### src/rtl/uart_rx.sv
// uart_rx: 8N1 serial receiver.
// A fractional accumulator produces ticks at oversample x baud. The line is
// brought into the clk domain through a two-flop synchronizer. An FSM then
// samples the start, data and stop bits at their midpoints. Each good byte
// is presented with a one-cycle data_ready strobe. A stop bit that samples
// low raises frame_error and parks the FSM until the line returns high.
module uart_rx #(
    parameter int clkFrequency = 50000000,
    parameter int baud         = 115200,
    parameter int oversample   = 8,
    parameter int accWidth     = 16,
    parameter int accInc       = int'(((64'(baud) * 64'(oversample)) << accWidth)
                                      / 64'(clkFrequency))
) (
    input  logic       clk,
    input  logic       rst_n,
    input  logic       rxd,
    output logic [7:0] data,
    output logic       data_ready,
    output logic       frame_error,
    output logic       busy
);

    // Accumulator carries one extra bit; that bit is the tick.
    localparam int ACC_W = accWidth + 1;
    localparam logic [ACC_W-1:0] ACC_INC = ACC_W'(accInc);

    // Tick counter spans one bit period (oversample is a power of two).
    localparam int CNT_W = $clog2(oversample);
    localparam logic [CNT_W-1:0] CNT_HALF = CNT_W'(oversample / 2 - 1);
    localparam logic [CNT_W-1:0] CNT_LAST = CNT_W'(oversample - 1);

    localparam logic [2:0] ST_IDLE      = 3'd0;
    localparam logic [2:0] ST_START     = 3'd1;
    localparam logic [2:0] ST_DATA      = 3'd2;
    localparam logic [2:0] ST_STOP      = 3'd3;
    localparam logic [2:0] ST_WAIT_IDLE = 3'd4;

    // Synchronizer stages. Both reset high, so reset never looks like a start bit.
    logic rxd_meta_q;
    logic rxs_q;

    // Tick generator.
    logic [ACC_W-1:0] acc_q;
    logic [ACC_W-1:0] acc_d;
    logic             tick;

    // Receiver state.
    logic [2:0]       state_q;
    logic [2:0]       state_d;
    logic [CNT_W-1:0] cnt_q;
    logic [CNT_W-1:0] cnt_d;
    logic [2:0]       idx_q;
    logic [2:0]       idx_d;
    logic [7:0]       shift_q;
    logic [7:0]       shift_d;
    logic [7:0]       data_q;
    logic [7:0]       data_d;
    logic             data_ready_q;
    logic             data_ready_d;
    logic             frame_error_q;
    logic             frame_error_d;

    // Two-flop synchronizer for the asynchronous serial line.
    always_ff @(posedge clk or negedge rst_n) begin
        if (!rst_n) begin
            rxd_meta_q <= 1'b1;
            rxs_q      <= 1'b1;
        end else begin
            rxd_meta_q <= rxd;
            rxs_q      <= rxd_meta_q;
        end
    end

    // Drop last cycle's overflow bit and add the increment. The carry out is the next tick.
    always_comb begin
        acc_d = {1'b0, acc_q[accWidth-1:0]} + ACC_INC;
    end

    assign tick = acc_q[accWidth];

    // Free-running accumulator register.
    always_ff @(posedge clk or negedge rst_n) begin
        if (!rst_n) begin
            acc_q <= '0;
        end else begin
            acc_q <= acc_d;
        end
    end

    // Receive FSM: it moves only on ticks. The strobe defaults low, so it lasts one clk.
    always_comb begin
        state_d       = state_q;
        cnt_d         = cnt_q;
        idx_d         = idx_q;
        shift_d       = shift_q;
        data_d        = data_q;
        data_ready_d  = 1'b0;
        frame_error_d = frame_error_q;

        if (tick) begin
            case (state_q)
                ST_IDLE: begin
                    if (!rxs_q) begin
                        state_d = ST_START;
                        cnt_d   = '0;
                    end
                end

                ST_START: begin
                    if (cnt_q == CNT_HALF) begin
                        // Mid start bit: a high line means it was only a glitch.
                        if (rxs_q) begin
                            state_d = ST_IDLE;
                        end else begin
                            state_d = ST_DATA;
                            cnt_d   = '0;
                            idx_d   = 3'd0;
                        end
                    end else begin
                        cnt_d = cnt_q + 1'b1;
                    end
                end

                ST_DATA: begin
                    // cnt wraps to zero at each data-bit midpoint.
                    cnt_d = cnt_q + 1'b1;
                    if (cnt_q == CNT_LAST) begin
                        shift_d = {rxs_q, shift_q[7:1]};
                        idx_d   = idx_q + 1'b1;
                        if (idx_q == 3'd7) begin
                            state_d = ST_STOP;
                        end
                    end
                end

                ST_STOP: begin
                    cnt_d = cnt_q + 1'b1;
                    if (cnt_q == CNT_LAST) begin
                        if (rxs_q) begin
                            // Go back to IDLE at mid stop. A start bit that follows
                            // right away still has half a bit of margin.
                            data_d        = shift_q;
                            data_ready_d  = 1'b1;
                            frame_error_d = 1'b0;
                            state_d       = ST_IDLE;
                        end else begin
                            frame_error_d = 1'b1;
                            state_d       = ST_WAIT_IDLE;
                        end
                    end
                end

                ST_WAIT_IDLE: begin
                    // A held-low line (break) must not decode as a run of 0x00 frames.
                    if (rxs_q) begin
                        state_d = ST_IDLE;
                    end
                end

                default: begin
                    state_d = ST_IDLE;
                end
            endcase
        end
    end

    // Receiver state and output registers.
    always_ff @(posedge clk or negedge rst_n) begin
        if (!rst_n) begin
            state_q       <= ST_IDLE;
            cnt_q         <= '0;
            idx_q         <= 3'd0;
            shift_q       <= 8'h00;
            data_q        <= 8'h00;
            data_ready_q  <= 1'b0;
            frame_error_q <= 1'b0;
        end else begin
            state_q       <= state_d;
            cnt_q         <= cnt_d;
            idx_q         <= idx_d;
            shift_q       <= shift_d;
            data_q        <= data_d;
            data_ready_q  <= data_ready_d;
            frame_error_q <= frame_error_d;
        end
    end

    assign data        = data_q;
    assign data_ready  = data_ready_q;
    assign frame_error = frame_error_q;
    assign busy        = (state_q != ST_IDLE);

endmodule

### config.mk
export PLATFORM = sky130hd
export DESIGN_NAME = uart_rx
export DESIGN_NICKNAME = d
export VERILOG_FILES = /design/src/rtl/uart_rx.sv
export SDC_FILE = /design/constraint.sdc
export NUM_CORES = 1
export LEC_CHECK = 0
export BUFFER_PORTS_ARGS = -buffer_cell sky130_fd_sc_hd__buf_4
export CORE_MARGIN = 4
export CORE_UTILIZATION = 45
export CTS_BUF_LIST = sky130_fd_sc_hd__clkbuf_2 sky130_fd_sc_hd__clkbuf_4 sky130_fd_sc_hd__clkbuf_8
export CTS_CLUSTER_DIAMETER = 30
export DETAILED_ROUTE_END_ITERATION = 12
export PLACE_DENSITY = 0.73
export SLEW_MARGIN = 20
export SYNTH_ARGS = -nofsm -noshare
export SYNTH_HDL_FRONTEND = slang
export SYNTH_SLANG_ARGS = --single-unit
### constraint.sdc
create_clock -name clk -period 2.3 [get_ports clk]
set_clock_uncertainty 0.15 [all_clocks]
set_input_delay 0.115 -clock clk [delete_from_list [all_inputs] [get_ports clk]]
set_output_delay 0.115 -clock clk [all_outputs]
set_load 0.005 [all_outputs]
==> results of run 1 <==
==> synth_stat cells, types with 2 or more instances <==
| master | number | share of area [%] |
|---|---|---|
| mux2_2 | 18 | 9.8 |
| o21ai_0 | 8 | 1.9 |
| o221ai_1 | 2 | 0.85 |
| inv_1 | 6 | 1.1 |
| buf_4 | 2 | 0.73 |
| dfrtp_1 | 44 | 53 |
| ha_1 | 6 | 3.6 |
| a21oi_1 | 3 | 0.73 |
| buf_2 | 2 | 0.49 |
| nand2_1 | 9 | 1.6 |
| nor2_1 | 10 | 1.8 |
| dfstp_2 | 2 | 2.6 |
| nand3_1 | 4 | 0.97 |
| a211o_1 | 2 | 0.85 |
| xor2_1 | 5 | 2.1 |
| nand2b_1 | 5 | 1.5 |
| xnor2_1 | 5 | 2.1 |
| a22o_1 | 2 | 0.85 |
| nor4_1 | 2 | 0.61 |
| nand3b_1 | 2 | 0.73 |
| nor3b_2 | 2 | 1.2 |
==> cells in the final DEF, fill, tap and decap left out, types with 6 or more instances in the layout <==
| cell type | count |
|---|---|
| buf_4 | 14 |
| clkbuf_8 | 8 |
| dfrtp_1 | 44 |
| ha_1 | 6 |
| inv_1 | 6 |
| mux2_2 | 18 |
| nand2_1 | 9 |
| nor2_1 | 10 |
| o21ai_0 | 8 |
==> layer usage <==
layer | vias up | global-route usage, % | part of all wire [%]
li1 | 621 | - | -
met1 | 632 | 17.2 | 45
met2 | 13 | 21.1 | 51
met3 | 4 | 5.28 | 3.2
met4 | 0 | 5.83 | 0.45
met5 | - | 0 | 0
==> through the flow <==
stage,hold WS (ps),area (um2),power (W),setup WS (ps),instances
after floorplan,-331,2060,0.000832,419,164
after global placement,-14.7,2200,0.000850,371,225
after detailed placement,-0.517,2200,0.000851,254,225
after CTS,204,2330,0.00143,226,235
after global routing,210,2330,0.00147,76.8,235
final,192,2330,0.00141,237,235
==> power groups by stage <==
stage | logic, W | clock network (W) | registers (W)
after CTS | 0.0000235 | 0.000591 | 0.000814
after floorplan | 0.00000465 | 0 | 0.000828
final | 0.0000221 | 0.000572 | 0.000814
after detailed placement | 0.0000208 | 0 | 0.000830
after global placement | 0.0000198 | 0 | 0.000830
after global routing | 0.0000262 | 0.000626 | 0.000814
==> how the worst max path moves through the flow <==
stage               startpoint         end  cells after the start
finish                cnt_q[0]  state_q[0]                      6
global route          cnt_q[0]  state_q[0]                      6
CTS                   cnt_q[0]  state_q[0]                      6
detailed placement    cnt_q[0]  state_q[0]                      6
global placement      cnt_q[0]  state_q[2]                      6
floorplan             cnt_q[0]  state_q[0]                      6
==> cell type report <==
| class | instances | area (um2) | share of cell area [%] |
|---|---|---|---|
| Timing Repair Buffer | 16 | 125 | 5.38 |
| Sequential cell | 46 | 1150 | 49.6 |
| Tap cell | 52 | 65.1 | 2.80 |
| Multi-Input combinational cell | 107 | 850 | 36.5 |
| Inverter | 6 | 22.5 | 0.968 |
| Clock buffer | 8 | 110 | 4.73 |
==> cells by family after synthesis <==
logic type,after synthesis,share of synthesized area [%]
DFF,46,56.0
xor gates and xnor gates,10,4.26
AOI/OAI and AO/OA,29,11.1
adders and majority gates,6,3.65
and+or+nand+nor,43,12.0
muxes,19,10.3
buffers and inverters,11,2.67
==> critical path: cells and delay by family, from the launching register on <==
family | cells | cell delay (ps)
mux | 2 | 560
fa+ha+maj | 2 | 460
flops | 1 | 410
compound gates | 2 | 380
==> timing repair <==
action,4_1_cts,5_1_grt
hold buffers,2,0
hold endpoints to repair,45,0
resized for setup,0,0
==> state kept, by name, indices dropped and copies added, names as in the netlist <==
name and flops:
acc_q 17, data 8, shift_q 8, cnt_q 3, idx_q 3, state_q 3, data_ready 1, frame_error 1
rxd_meta_q 1, rxs_q 1
==> impl_metrics.toml, run 1 <==
[status]
status = "finished, final reports clean"

[routing]
drtPass1Iterations = 4
dr_total_vias = 1270
drc_errors = 0
finalWirelength_mm = 3.33
postRouteAntennaNets = 0
drt_iter0_drc = 44
vias_per_cell = 5.40
wire_per_inst_um = 14.2

[place]
post-dp-hpwl_mm = 2.30
gp_congestion = 0.880
portBuffers = 13

[cts]
cts_tree = "done"
cts_sinks = 46
cts_root_buf = "clkbuf_8"
path_clk_slew_ps = 80
post_cts_buffers = 0
clockBufferDepth = 2
h-tree-depth = 2
clk-insertion-delay-late_ps = 300
numCtsBuffers = 5

[run]
cap_viol_max_count = 0

[critical_path]
rr_startpoint = "cnt_q[0]"
endpoint_kind = "flip-flop"
r2r_slack_ps = 240
r2r_end = "state_q[0]"
reg2regPathDepth = 6
cp_slowest_cell = "dfrtp_1"
crit_chain = "ha_1 > ha_1 > mux2i_1 > a22oi_2 > o2111ai_2 > mux2_2"
worstSetupPathType = "flip-flop to flip-flop"
crit_arrival_ps = 2100
crit_top_cell = "ha_1"
required_ps = 2340
critPathLaunchType = "flip-flop"
max_stage_delay_ps = 410
cp_max_fo = 4

[logic_synthesis]
synth_edf_count = 0
synth_nets = 173
ys_ff_latch = 46
ys_seq_area_share_pct = 56.0
synth_ff_type = "dfrtp_1"
synth_cell_type_count = 44
synthCells = 164
ys_warn_count = 0
async_flop_share_pct = 100
synth_area_per_cell_um2 = 12.6
syn_area_um2 = 2060

[pwr]
swShare_pct = 20.4
p_int_w = 0.00112
p_leak_nw = 1.10
combPwrFrac_pct = 1.6
clkPwrFrac_pct = 40.6
p_seq_share_pct = 57.8
p_per_area_nw_per_um2 = 605
vdd_drop_max_v = 0.000314
p_switching_w = 0.000287

[cells_and_area]
syn_to_final_growth_pct = 13.0
layout-drive-gt1-share_pct = 29.0
antenna_cells = 0
layout.nets = 191
nFillCells = 391
final_core_util_pct = 53.1

[grt]
antenna_found_initial = 0
track_usage_pct = 13.7
grt_max_degree = 47
grt_pass1_wl_mm = 5.76
overflow = 0
grt_pass1_vias = 1260

[floorplan]
initial_core_util_pct = 46.9
die_height_um = 75.6
num_rows = 24
io-pin-count = 14
dieWidth_um = 75.6
coreArea_um2 = 4380
dieArea_um2 = 5720

[timing]
finalCriticalPeriod_ps = 2060
worstMarginPinSlew_ps = 563
setup_viol = 0
rsz0062_at_grt = "no"
min_period_over_period_pct = 89.7
tns_ps = 0
hold_viol = 0
slew_viol_final = 0
timing.fmax_mhz = 485
slew_headroom_pct = 62.4

[worst_hold_path]
hp-class = "input port to asynchronous set/reset pin"
No activity file was read; power rests on OpenSTA's default activity.
==> inputs of run 2 (changes only) <==
GPL_TIMING_DRIVEN = 0   (was unset)
==> impl_metrics.toml, run 2 (synthesis results as in run 1) <==
[cts]
clockBufferDepth = 2
cts_resized = 0
numCtsBuffers = 5
cts_tree = "done"
h-tree-depth = 2
path_clk_slew_ps = 90
hold_buffers = 2
post_cts_buffers = 0
cts_sinks = 46
clk-insertion-delay-late_ps = 300
cts_root_buf = "clkbuf_8"

[routing]
vias_per_cell = 5.40
postRouteAntennaNets = 0
drtPass1Iterations = 4
wire_per_inst_um = 13.9
drc_errors = 0
finalWirelength_mm = 3.31
dr_total_vias = 1290
drt_iter0_drc = 55

[critical_path]
path_buf_inv = 0
endpoint_kind = "flip-flop"
worstSetupPathType = "flip-flop to flip-flop"
crit_arrival_ps = 2130
cp_max_fo = 4
critPathLaunchType = "flip-flop"
max_stage_delay_ps = 400
crit_chain = "ha_1 > ha_1 > mux2i_1 > a22oi_2 > o2111ai_2 > mux2_2"
crit_top_cell = "ha_1"
cp_slowest_cell = "dfrtp_1"
required_ps = 2340
cp_top_family = "multiplexers"

[cells_and_area]
layout.nets = 195
nFillCells = 373
syn_to_final_growth_pct = 14.2
regMostFlops = "acc_q"
mostFrequentLayoutCells = "dfrtp_1 (44), mux2_2 (18), buf_4 (15), nor2_1 (10), nand2_1 (9)"
largest_register_ffs = 17
layout_commonest_cell = "dfrtp_1"
layout-drive-gt1-share_pct = 30.5
antenna_cells = 0

[timing]
tns_ps = 0
worstMarginPinSlew_ps = 549
min_period_over_period_pct = 91.1
slew_headroom_pct = 63.0
setup_ws_ps = 204
slew_viol_final = 0
rsz0062_at_grt = "no"
hold_viol = 0
setup_viol = 0
finalCriticalPeriod_ps = 2100
timing.fmax_mhz = 477

[place]
pre_cts_slack_ps = 205
gp_congestion = 0.867
portBuffers = 13
post-dp-hpwl_mm = 2.32

[status]
status = "finished, final reports clean"

[floorplan]
coreArea_um2 = 4380
io-pin-count = 14
dieArea_um2 = 5720
num_rows = 24
dieWidth_um = 75.6
die_height_um = 75.6
initial_core_util_pct = 46.9

[grt]
grt_max_degree = 47
overflow = 0
grt_pass1_vias = 1245
grt_pass1_wl_mm = 5.59
antenna_found_initial = 0
track_usage_pct = 13.2

[pwr]
p_leak_nw = 1.12
p_per_area_nw_per_um2 = 603
vdd_drop_max_v = 0.000411

[worst_hold_path]
hp-class = "input port to asynchronous set/reset pin"

[run]
cap_viol_max_count = 0
## run 2: cell types whose count changed in the layout (fill, tap and decap cells not counted)
| cell | before | now |
|---|---|---|
| buf_2 | 0 | 2 |
| clkinv_2 | 0 | 2 |
| bufinv_16 | 0 | 1 |
| buf_4 | 14 | 15 |
| clkbuf_4 | 0 | 1 |
| clkbuf_8 | 8 | 5 |
## run 2: path summary, 6_finish.rpt
| path | startpoint | endpoint | slack [ps] | cells after the start |
|---|---|---|---|---|
| worst max-delay path | cnt_q[0] | state_q[2] | 200 | 6 |
| worst min-delay path | rst_n | idx_q[2] | 190 | 2 |
| worst max register to register | cnt_q[0] | state_q[2] | 200 | 6 |
| worst min register to register | rxd_meta_q | rxs_q | 210 | 0 |
| max in group asynchronous | rst_n | rxd_meta_q | 1420 | 2 |
| min in group clk | rxd_meta_q | rxs_q | 210 | 0 |
## run 2: final cells by class
cell class	count	area, um2	share of cell area, %
Inverter	6	22.5	0.958
Tap cell	52	65.1	2.77
Buffer	5	32.5	1.38
Clock buffer	5	68.8	2.93
Timing Repair Buffer	15	118	5.01
Clock inverter	3	40.0	1.70
Multi-Input combinational cell	107	850	36.2
Sequential cell	46	1150	49.1
## run 2: where the power goes
| group | internal (W) | leakage [nW] | total, W | switching, W |
|---|---|---|---|---|
| clock | 0.000320 | 0.0579 | 0.000580 | 0.000261 |
| combinational | 0.00000694 | 0.469 | 0.0000253 | 0.0000184 |
| sequential | 0.000811 | 0.593 | 0.000811 | 0.000000369 |
## run 2: metal layers
metal | GRT usage (%) | wire length [um] | share of wire [%] | vias up
met2 | 22.4 | 1690 | 51 | 18
met5 | 0 | 0 | 0 | -
met1 | 15.3 | 1440 | 44 | 640
met3 | 3.17 | 109 | 3.3 | 7
li1 | - | - | - | 625
met4 | 6.99 | 65 | 2.0 | 0
## run 2: per-stage QoR
step / total power (W) / cell area, um2 / utilization, % / hold slack (ps) / instances
finish: 0.00142 / 2350 / 53.6 / 187 / 239
detailed placement: 0.000852 / 2220 / 50.7 / 0.241 / 229
floorplan: 0.000832 / 2060 / - / -331 / 164
CTS: 0.00144 / 2350 / 53.6 / 207 / 239
global placement: 0.000850 / 2220 / 50.7 / -14.2 / 229
global route: 0.00147 / 2350 / 53.6 / 216 / 239
==> inputs of run 3 (changes only) <==
CTS_BUF_LIST = sky130_fd_sc_hd__clkbuf_4   (was sky130_fd_sc_hd__clkbuf_2 sky130_fd_sc_hd__clkbuf_4 sky130_fd_sc_hd__clkbuf_8)
MAX_ROUTING_LAYER = met4   (was unset)
==> impl_metrics.toml, run 3 (synthesis results as in run 1) <==
[floorplan]
die_height_um = 75.6
dieWidth_um = 75.6
coreArea_um2 = 4380
io-pin-count = 14
num_rows = 24
initial_core_util_pct = 46.9
dieArea_um2 = 5720

[cells_and_area]
largest_register_ffs = 17
syn_to_final_growth_pct = 12.6
layout-drive-gt1-share_pct = 30.5
final_core_util_pct = 52.9
nFillCells = 379
regMostFlops = "acc_q"
mostFrequentLayoutCells = "dfrtp_1 (44), mux2_2 (18), buf_4 (15), nor2_1 (10), nand2_1 (9)"
layout.nets = 195
antenna_cells = 0
layout_commonest_cell = "dfrtp_1"

[grt]
antenna_found_initial = 0
grt_pass1_wl_mm = 5.63
grt_pass1_vias = 1242
overflow = 0
track_usage_pct = 13.5
grt_max_degree = 47

[critical_path]
max_stage_delay_ps = 420
rr_startpoint = "cnt_q[0]"
cp_top_family = "multiplexers"
crit_top_cell = "ha_1"
required_ps = 2400
crit_arrival_ps = 2210
path_buf_inv = 0
endpoint_kind = "flip-flop"
worstSetupPathType = "flip-flop to flip-flop"
r2r_slack_ps = 200
crit_chain = "ha_1 > ha_1 > mux2i_1 > a22oi_2 > o2111ai_2 > mux2_2"
cp_slowest_cell = "dfrtp_1"
r2r_end = "state_q[2]"
cp_max_fo = 4
critPathLaunchType = "flip-flop"
reg2regPathDepth = 6

[cts]
post_cts_buffers = 0
cts_root_buf = "clkbuf_4"
path_clk_slew_ps = 140
h-tree-depth = 2
numCtsBuffers = 5
cts_tree = "done"
clk-insertion-delay-late_ps = 360
clockBufferDepth = 2
cts_sinks = 46

[routing]
wire_per_inst_um = 14.0
top_layer_used = "met4"
drt_iter0_drc = 60
wl_met3_um = 90
wl_met2_mm = 1.70
met1_length_mm = 1.48
postRouteAntennaNets = 0
dr_total_vias = 1292
drtPass1Iterations = 4
vias_per_cell = 5.41
finalWirelength_mm = 3.34
drc_errors = 0

[timing]
rsz0062_at_grt = "no"
slew_headroom_pct = 62.5
hold_viol = 0
setup_viol = 0
timing.fmax_mhz = 475
slew_viol_final = 0
min_period_over_period_pct = 91.4
worstMarginPinSlew_ps = 557
holdWs_ps = 119
tns_ps = 0
finalCriticalPeriod_ps = 2100

[place]
portBuffers = 13
post-dp-hpwl_mm = 2.32
gp_congestion = 0.881

[status]
status = "finished, final reports clean"

[worst_hold_path]
hp-class = "input port to asynchronous set/reset pin"

[run]
cap_viol_max_count = 0

[pwr]
p_per_area_nw_per_um2 = 567
vdd_drop_max_v = 0.000387
p_leak_nw = 1.11
## run 3: cell count changes in the layout (fill, tap and decap cells not counted)
cell      before  now
clkbuf_8       5    0
clkbuf_4       1    6
## run 3: layer usage
layer | GRT usage, % | vias up
met5 | - | -
met4 | 5.83 | 0
met3 | 3.17 | 6
met2 | 22.3 | 16
met1 | 15.7 | 646
li1 | - | 624
## run 3: how the worst max path moves through the flow
stage                     slack [ps]          to     start  depth (start not counted)
after floorplan                  420  state_q[0]  cnt_q[0]                          6
after global placement           330  state_q[0]  cnt_q[0]                          6
after detailed placement         210  state_q[0]  cnt_q[0]                          6
after CTS                        180  state_q[0]  cnt_q[0]                          6
after global routing              80  state_q[0]  cnt_q[0]                          6
final                            200  state_q[2]  cnt_q[0]                          6
## run 3: final cells by class
class / count / area, um2 / share of cell area [%]
repair buffers: 15 / 118 / 5.07
flip-flops and latches: 46 / 1150 / 49.8
plain buffers: 5 / 32.5 / 1.40
well taps: 52 / 65.1 / 2.81
clock buffers: 5 / 37.5 / 1.62
inverters: 6 / 22.5 / 0.971
multi-input cells: 107 / 850 / 36.6
clock inverters: 3 / 40.0 / 1.73
## run 3: where the power goes
group          leakage [nW]  switching [W]  total [W]  internal [W]
combinational         0.469      0.0000184  0.0000254    0.00000694
clock                0.0450       0.000252   0.000477      0.000225
sequential            0.593    0.000000369   0.000812      0.000812
## run 3: per-stage QoR
| step | area, um2 | total power, W | instances | setup slack (ps) |
|---|---|---|---|---|
| final | 2320 | 0.00131 | 239 | 197 |
| after global routing | 2320 | 0.00137 | 239 | 77.8 |
| after CTS | 2320 | 0.00133 | 239 | 185 |
| after detailed placement | 2220 | 0.000852 | 229 | 205 |
| after global placement | 2220 | 0.000850 | 229 | 326 |
| after floorplan | 2060 | 0.000832 | 164 | 419 |
## run 3: what timing repair did
item	in CTS	in global routing
resized for setup	0	0
hold buffers	2	0
endpoints found under the hold margin	47	0
